==> src/rtl/div_pkg.sv <==
// Shared types and constants for the divider job sequencer.
// Width defaults and the FSM state encoding live here.
package div_pkg;

   localparam int AW          = 10;
   localparam int DW          = 5;
   localparam int RW          = 6;
   localparam int DIV_LAT_DEF = 12;

   typedef enum logic [2:0] {
      IDLE,
      ISSUE,
      WAIT,
      FIN,
      OUT
   } state_e;

endpackage

==> src/rtl/div_lat_timer.sv <==
// Loadable 8-bit down-counter timing the divider latency.
// Holds at zero; load has priority over enable.
module div_lat_timer (
   input  logic       clk,
   input  logic       rst,
   input  logic       load,
   input  logic       en,
   input  logic [7:0] load_val,
   output logic       zero
);

   logic [7:0] cnt_q;
   logic [7:0] cnt_d;

   // next count: load, else decrement while enabled and nonzero
   always_comb begin
      cnt_d = cnt_q;
      if (load) begin
         cnt_d = load_val;
      end else if (en && cnt_q != 8'd0) begin
         cnt_d = cnt_q - 8'd1;
      end
   end

   // count register with synchronous active-low reset
   always_ff @(posedge clk) begin
      if (!rst) begin
         cnt_q <= 8'd0;
      end else begin
         cnt_q <= cnt_d;
      end
   end

   assign zero = (cnt_q == 8'd0);

endmodule

==> src/rtl/div_job_sequencer.sv <==
// Front-end for the restoring divider: accepts a job, starts the
// divider, waits its fixed latency, captures and presents the result.
module div_job_sequencer #(
   parameter int AW      = div_pkg::AW,
   parameter int DW      = div_pkg::DW,
   parameter int RW      = div_pkg::RW,
   parameter int DIV_LAT = div_pkg::DIV_LAT_DEF
) (
   input  logic          clk,
   input  logic          rst,
   input  logic          in_valid,
   output logic          in_ready,
   input  logic [AW-1:0] in_a,
   input  logic [DW-1:0] in_d,
   output logic [AW-1:0] div_ain,
   output logic [DW-1:0] div_din,
   output logic          div_start,
   output logic          div_finish,
   input  logic [RW-1:0] div_quo,
   input  logic [RW-1:0] div_rem,
   input  logic          div_divby0,
   input  logic          div_overflow,
   output logic          out_valid,
   input  logic          out_ready,
   output logic [RW-1:0] out_quo,
   output logic [RW-1:0] out_rem,
   output logic          out_divby0,
   output logic          out_overflow,
   output logic          busy
);

   import div_pkg::*;

   localparam logic [7:0] LAT_LOAD = 8'(DIV_LAT - 1);

   state_e        state_q, state_d;
   logic [AW-1:0] ain_q, ain_d;
   logic [DW-1:0] din_q, din_d;
   logic [RW-1:0] quo_q, quo_d;
   logic [RW-1:0] rem_q, rem_d;
   logic          dz_q, dz_d;
   logic          ov_q, ov_d;
   logic          t_load;
   logic          t_en;
   logic          t_zero;

   div_lat_timer u_timer (
      .clk      (clk),
      .rst      (rst),
      .load     (t_load),
      .en       (t_en),
      .load_val (LAT_LOAD),
      .zero     (t_zero)
   );

   // next-state, operand/result capture and handshake outputs
   always_comb begin
      state_d    = state_q;
      ain_d      = ain_q;
      din_d      = din_q;
      quo_d      = quo_q;
      rem_d      = rem_q;
      dz_d       = dz_q;
      ov_d       = ov_q;
      in_ready   = 1'b0;
      div_start  = 1'b0;
      div_finish = 1'b0;
      out_valid  = 1'b0;
      t_load     = 1'b0;
      t_en       = 1'b0;
      unique case (state_q)
         IDLE: begin
            in_ready = 1'b1;
            if (in_valid) begin
               ain_d = in_a;
               din_d = in_d;
               if (in_d != '0) begin
                  state_d = ISSUE;
               end else begin
                  // zero divisor bypasses the divider entirely
                  quo_d   = '0;
                  rem_d   = '0;
                  dz_d    = 1'b1;
                  ov_d    = 1'b0;
                  state_d = OUT;
               end
            end
         end
         ISSUE: begin
            div_start = 1'b1;
            t_load    = 1'b1;
            state_d   = WAIT;
         end
         WAIT: begin
            if (t_zero) begin
               state_d = FIN;
            end else begin
               t_en = 1'b1;
            end
         end
         FIN: begin
            div_finish = 1'b1;
            quo_d      = div_quo;
            rem_d      = div_rem;
            dz_d       = div_divby0;
            ov_d       = div_overflow;
            state_d    = OUT;
         end
         OUT: begin
            out_valid = 1'b1;
            if (out_ready) begin
               state_d = IDLE;
            end
         end
         default: begin
            state_d = IDLE;
         end
      endcase
   end

   // state and datapath registers, synchronous active-low reset
   always_ff @(posedge clk) begin
      if (!rst) begin
         state_q <= IDLE;
         ain_q   <= '0;
         din_q   <= '0;
         quo_q   <= '0;
         rem_q   <= '0;
         dz_q    <= 1'b0;
         ov_q    <= 1'b0;
      end else begin
         state_q <= state_d;
         ain_q   <= ain_d;
         din_q   <= din_d;
         quo_q   <= quo_d;
         rem_q   <= rem_d;
         dz_q    <= dz_d;
         ov_q    <= ov_d;
      end
   end

   assign div_ain      = ain_q;
   assign div_din      = din_q;
   assign out_quo      = quo_q;
   assign out_rem      = rem_q;
   assign out_divby0   = dz_q;
   assign out_overflow = ov_q;
   assign busy         = (state_q != IDLE);

endmodule
==> config.mk <==
export PLATFORM = sky130hd
export DESIGN_NAME = div_job_sequencer
export DESIGN_NICKNAME = d
export VERILOG_FILES = /design/src/rtl/div_pkg.sv /design/src/rtl/div_lat_timer.sv /design/src/rtl/div_job_sequencer.sv
export SDC_FILE = /design/constraint.sdc
export NUM_CORES = 1
export LEC_CHECK = 0
export ABC_AREA = 1
export CAP_MARGIN = 20
export CORE_MARGIN = 2
export CORE_UTILIZATION = 46
export CTS_CLUSTER_SIZE = 14
export DETAILED_ROUTE_END_ITERATION = 8
export PLACE_DENSITY = 0.84
export SYNTH_ARGS = -nofsm -noshare
export SYNTH_HDL_FRONTEND = slang
export SYNTH_SLANG_ARGS = --single-unit
export TNS_END_PERCENT = 1
==> constraint.sdc <==
create_clock -name clk -period 3.1 [get_ports clk]
set_input_delay 0.465 -clock clk [delete_from_list [all_inputs] [get_ports clk]]
set_output_delay 0.465 -clock clk [all_outputs]
set_load 0.01 [all_outputs]
-- After elaboration in Yosys (flattened, before gate mapping)
Cells that the tools add are included.
- bits in read-only memories: 0
- latch bits: 0
- output and inout port bits: 34
- word-level logic and storage cells: 54
- memory bits (writable): 0
- memories kept: 0
- register bits after elaboration: 40
- reductions and logical operators: 12
- divide/modulo/power cells: 0
- order comparisons: 0
- bitwise logic cells: 1
- equal/unequal tests: 8
- shift operators: 0
- $add $sub $neg: 1
- multiplexer cells: 23
- multiply operators: 0
- operators by type and width (kind ; count):
    $pmux W6 S2 ; 2
    $pmux W3 S5 ; 1
    $mux W3 ; 4
    $mux W6 ; 2
    $mux W1 ; 10
    $logic_not A8 Y1 ; 1
    $mux W4 ; 2
    $ne A2 B2 Y1 const B ; 4
    $reduce_bool A8 Y1 ; 1
    $sub A8 B1 Y8 const B ; 1
    $eq A3 B2 Y1 const B ; 2
    $reduce_and A3 Y1 ; 2
    $reduce_bool A5 Y1 ; 1
    $pmux W1 S2 ; 2
    $reduce_bool A2 Y1 ; 2
    $eq A3 B1 Y1 const B ; 1
    $eq A3 B3 Y1 const B ; 1
    $logic_not A3 Y1 ; 1
    $reduce_bool A3 Y1 ; 1
    $reduce_and A2 Y1 ; 1
    $reduce_or A2 Y1 ; 1
    $logic_and A1 B1 Y1 ; 1
    $not A1 Y1 ; 1

-- Longest topological paths before layout
- word-level depth: 6
- mapped depth: 9
- depth with buffers taken out: 9

-- Modules after synthesis
A second synthesis with hierarchy kept.
- cells, all modules: 264
- area total of the unflattened synthesis: 1965.6 um^2
- modules (own cells, without submodules) (module ; sequential area each (um^2) ; cells each ; instances ; area each (um^2)):
    div_job_sequencer ; 640.6 ; 160 ; 1 ; 1365.1
    div_lat_timer ; 160.2 ; 104 ; 1 ; 600.6

-- Worst setup path before layout
No wires, ideal clock.
- kind: reg2out
- start point: reg state_q[2]
- end point: out busy
- stages on the path, launching flop included: 5
- data required time: 2.635 ns
- arrival: 0.967 ns
- path buffers: 2
- path slack: 1.668 ns
- path through: dfxtp_1 > nor3_2 > buf_4 > buf_2 > inv_1
- word-level cells in the longest chain between the ends: 1
- ends and longest elaborated chain (what ; line ; RTL):
    start: declaration ; div_job_sequencer.sv:36 ; state_e state_q, state_d;
    start signal: assignment ; div_job_sequencer.sv:132 ; state_q <= state_d;
    $reduce_bool A3 Y1 ; div_job_sequencer.sv:148 ; assign busy = (state_q != IDLE);
    end: declaration ; div_job_sequencer.sv:29 ; output logic busy
Every way passes these cells.

-- Worst setup path after layout
- start point: reg state_q[0]
- end point: out div_finish
- word-level cells in the longest chain between the ends: 2
- ends and longest elaborated chain (what ; line ; RTL):
    $eq A3 B2 Y1 ; div_job_sequencer.sv:71 ; unique case (state_q)
    $mux W1 ; div_job_sequencer.sv:71 ;
    end: declaration ; div_job_sequencer.sv:18 ; output logic div_finish,
Every way passes these cells.

==> key figures <==
Run status
  • Result of the run: complete, no violations

Critical path
  • WP data required: roughly 2.6 ns
  • Critical Path Source Type: flop
  • Register-to-register setup slack: approximately 1.1 ns
  • Reg2reg start: state_q[2]
  • Cells on worst reg2reg path: 6
  • Highest net fanout along the worst path: 14
  • Crit Reg-Reg Endpoint: out_quo[2]
  • Path type of the worst setup path: reg -> out
  • Signal arrival time at the worst endpoint: 1.90 ns
  • Type of element capturing the critical path: output port

Clock network
  • Max Buffers Root-to-Sink: 2
  • Clock net sink count: 40
  • Hold-fix buffers at CTS: 0
  • Clock latency reported for the late side of the worst-skew pair: roughly 0.33 ns
  • CTS Root Buffer Type: clkbuf_4
  • Post-CTS Resized: 0
  • Clock transition time at the flip-flop clock pins of the worst setup and hold paths: between 0.1 and 0.15 ns
  • H-tree lvl count: 2
  • # Post-CTS Setup Buffers: 0
  • CTS tree: yes
  • Number of buffers created by CTS: 5

STA
  • Hold Fails Final Rpt: 0
  • Final Worst Setup Slack: 0.732 ns
  • Worst Tran Pin Value: roughly 0.61 ns
  • Final setup violation count: 0
  • TNS Setup: 0 ns
  • Time the final worst path needs with I/O delays and setup: 2.37 ns
  • Number of max-slew violations in the final report: 0
  • Slew Limit Headroom: 0.591
  • Setup repair after global routing missed its margin: no
  • Clock Skews: just over 0.007 ns
  • Final worst path period share: 0.764
  • Timing-limited maximum frequency: around 420 MHz

Yosys
  • Number of distinct library cell variants in the gate-level netlist after synthesis: 21
  • Post-synthesis sequential area ratio: 0.477
  • Post-synthesis area per instance: between 7 and 8 um2
  • Synthesized cell area: 1680 um2
  • Number of nets produced by synthesis: between 200 and 300
  • Post-synthesis cell count: around 230
  • Flip-flop and latch count after synthesis: 40
  • Count of yosys warnings during synthesis: 0

Power
  • Power per cell area: roughly 750 nW/um2
  • Final total power: around 1.8 mW
  • Worst vdd ir: a little over 0.4 mV
  • Leakage: about 0.96 nW

Placement
  • Pre-CTS setup slack: approximately 0.95 ns
  • Number of port buffers: 66
  • Number of placed instances, taps included: roughly 340
  • Final estimated routing congestion in global placement: just over 0.8
  • DP HPWL: 2.98 mm

Job
  • Number of maximum-capacitance violations: 0

Floorplanning
  • Core footprint: 3420 um2
  • Die Height: between 60 and 70 um
  • Number of top-level pins: 67
  • Die width: around 64 um
  • Die footprint: just over 4000 um2
  • Row count: 21
  • Initial cell density of the core: 0.492

Routing
  • Per-cell via count in the routed design: about 4.8
  • Total number of vias: 1671
  • Residual antenna-violating net count after detailed routing: 0
  • Drt first-iter violations: ~100
  • First-pass iteration count of the detailed router: 4
  • Drc violations: 0
  • Sum of routed wire length over all layers: 4.09 mm
  • WL per Instance: around 12 um

Finish
  • Non-filler cells in the finished layout: approximately 350
  • Filler instances: about 280
  • Final Net Count: 333
  • Area of combinational cells with multiple inputs: about 750 um2
  • Share of final-layout standard cells stronger than drive strength 1: 0.0502
  • Area of all sequential standard cells: between 800 and 900 um2
  • Area growth, synth to finish: 44.5%
  • Antenna Diode Count: 0

Worst hold path
  • Destination of the worst hold path: out_divby0
  • Start point of the worst hold path: out_divby0
  • Cell count of the worst hold path: 2
  • Worst min-delay path class: reg -> reg

GRT
  • Largest net degree at the start of global routing: 32
  • Combined global-route utilization of all metal layers: 0.209
  • Overflow after GRT: 0
  • Via count of the first global-routing pass: about 1600
  • First-pass GRT wire length: approximately 6.7 mm
  • Initial antenna violation count: 0
-- cell usage in the layout (no fill, tap or decap), types with 3 or more instances in the layout --
cell	count
a21oi_1	40
buf_4	3
clkbuf_4	5
clkdlybuf4s50_1	66
dfxtp_1	40
inv_1	21
nand2_1	73
nand3_1	22
nor2_1	9
o21ai_0	4
-- worst max path at each step --
stage	from	endpoint	cells past startpoint
2_1_floorplan	state_q[2]	busy	4
3_3_place_gp	in_valid	out_quo[3]	7
3_5_place_dp	in_valid	out_quo[3]	7
4_1_cts	state_q[0]	div_finish	3
5_1_grt	state_q[2]	div_finish	4
6_report	state_q[0]	div_finish	3
-- logic make-up after synthesis --
logic type | after synthesis | share of synthesized area
fa+ha+maj | 2 | 0.0149
flops | 40 | 0.477
buf+inv | 32 | 0.0797
simple gates | 111 | 0.282
xor+xnor | 2 | 0.0104
compound gates | 45 | 0.136
-- worst max-delay path, stage by stage (launching register included) --
cell	delay [ns]
dfxtp_1	0.44
nand3_1	0.16
inv_1	0.35
clkdlybuf4s50_1	0.62
-- metrics by stage --
stage,hold slack [ns],utilization,instance area (um2)
finish,0.464,0.711,2430
global route,0.482,0.711,2430
CTS,0.464,0.711,2430
detailed placement,0.447,0.694,2370
global placement,0.443,0.694,2370
floorplan,0.455,-,1680
-- cells in the mapped netlist, drive strengths merged --
library cell | n | area share
nand3b | 1 | 0.0045
a21oi | 40 | 0.12
nor2 | 9 | 0.020
dfxtp | 40 | 0.48
inv | 22 | 0.049
nand4 | 1 | 0.0037
clkbuf | 6 | 0.013
o21ai | 5 | 0.017
nor3 | 3 | 0.015
buf | 4 | 0.017
nand2 | 75 | 0.17
xor2 | 2 | 0.010
ha | 2 | 0.015
nand3 | 22 | 0.066
-- registers in the layout, summed over array words and instances, names as in the netlist --
name           cells
div_ain           10
u_timer.cnt_q      8
out_quo            6
out_rem            6
div_din            5
state_q            3
out_divby0         1
out_overflow       1
-- power by group --
group,switching (mW),internal (mW)
Sequential,0.0636,0.612
Clock,0.155,0.112
Combinational,0.502,0.388
-- final cells by class --
| class | instances | area share |
|---|---|---|
| Inverter | 22 | 0.0340 |
| Clock buffer | 8 | 0.0242 |
| Multi-Input combinational cell | 160 | 0.307 |
| Sequential cell | 40 | 0.330 |
| Timing Repair Buffer | 69 | 0.281 |
| Tap cell | 46 | 0.0237 |
-- metal layers --
metal	wire length (um)	vias to the layer above	GRT usage
met5	0	-	0
met4	16	0	0.0559
met3	443	2	0.108
met2	1820	56	0.324
met1	1820	739	0.255
li1	-	874	-
Power figures use the tool's default switching activity.
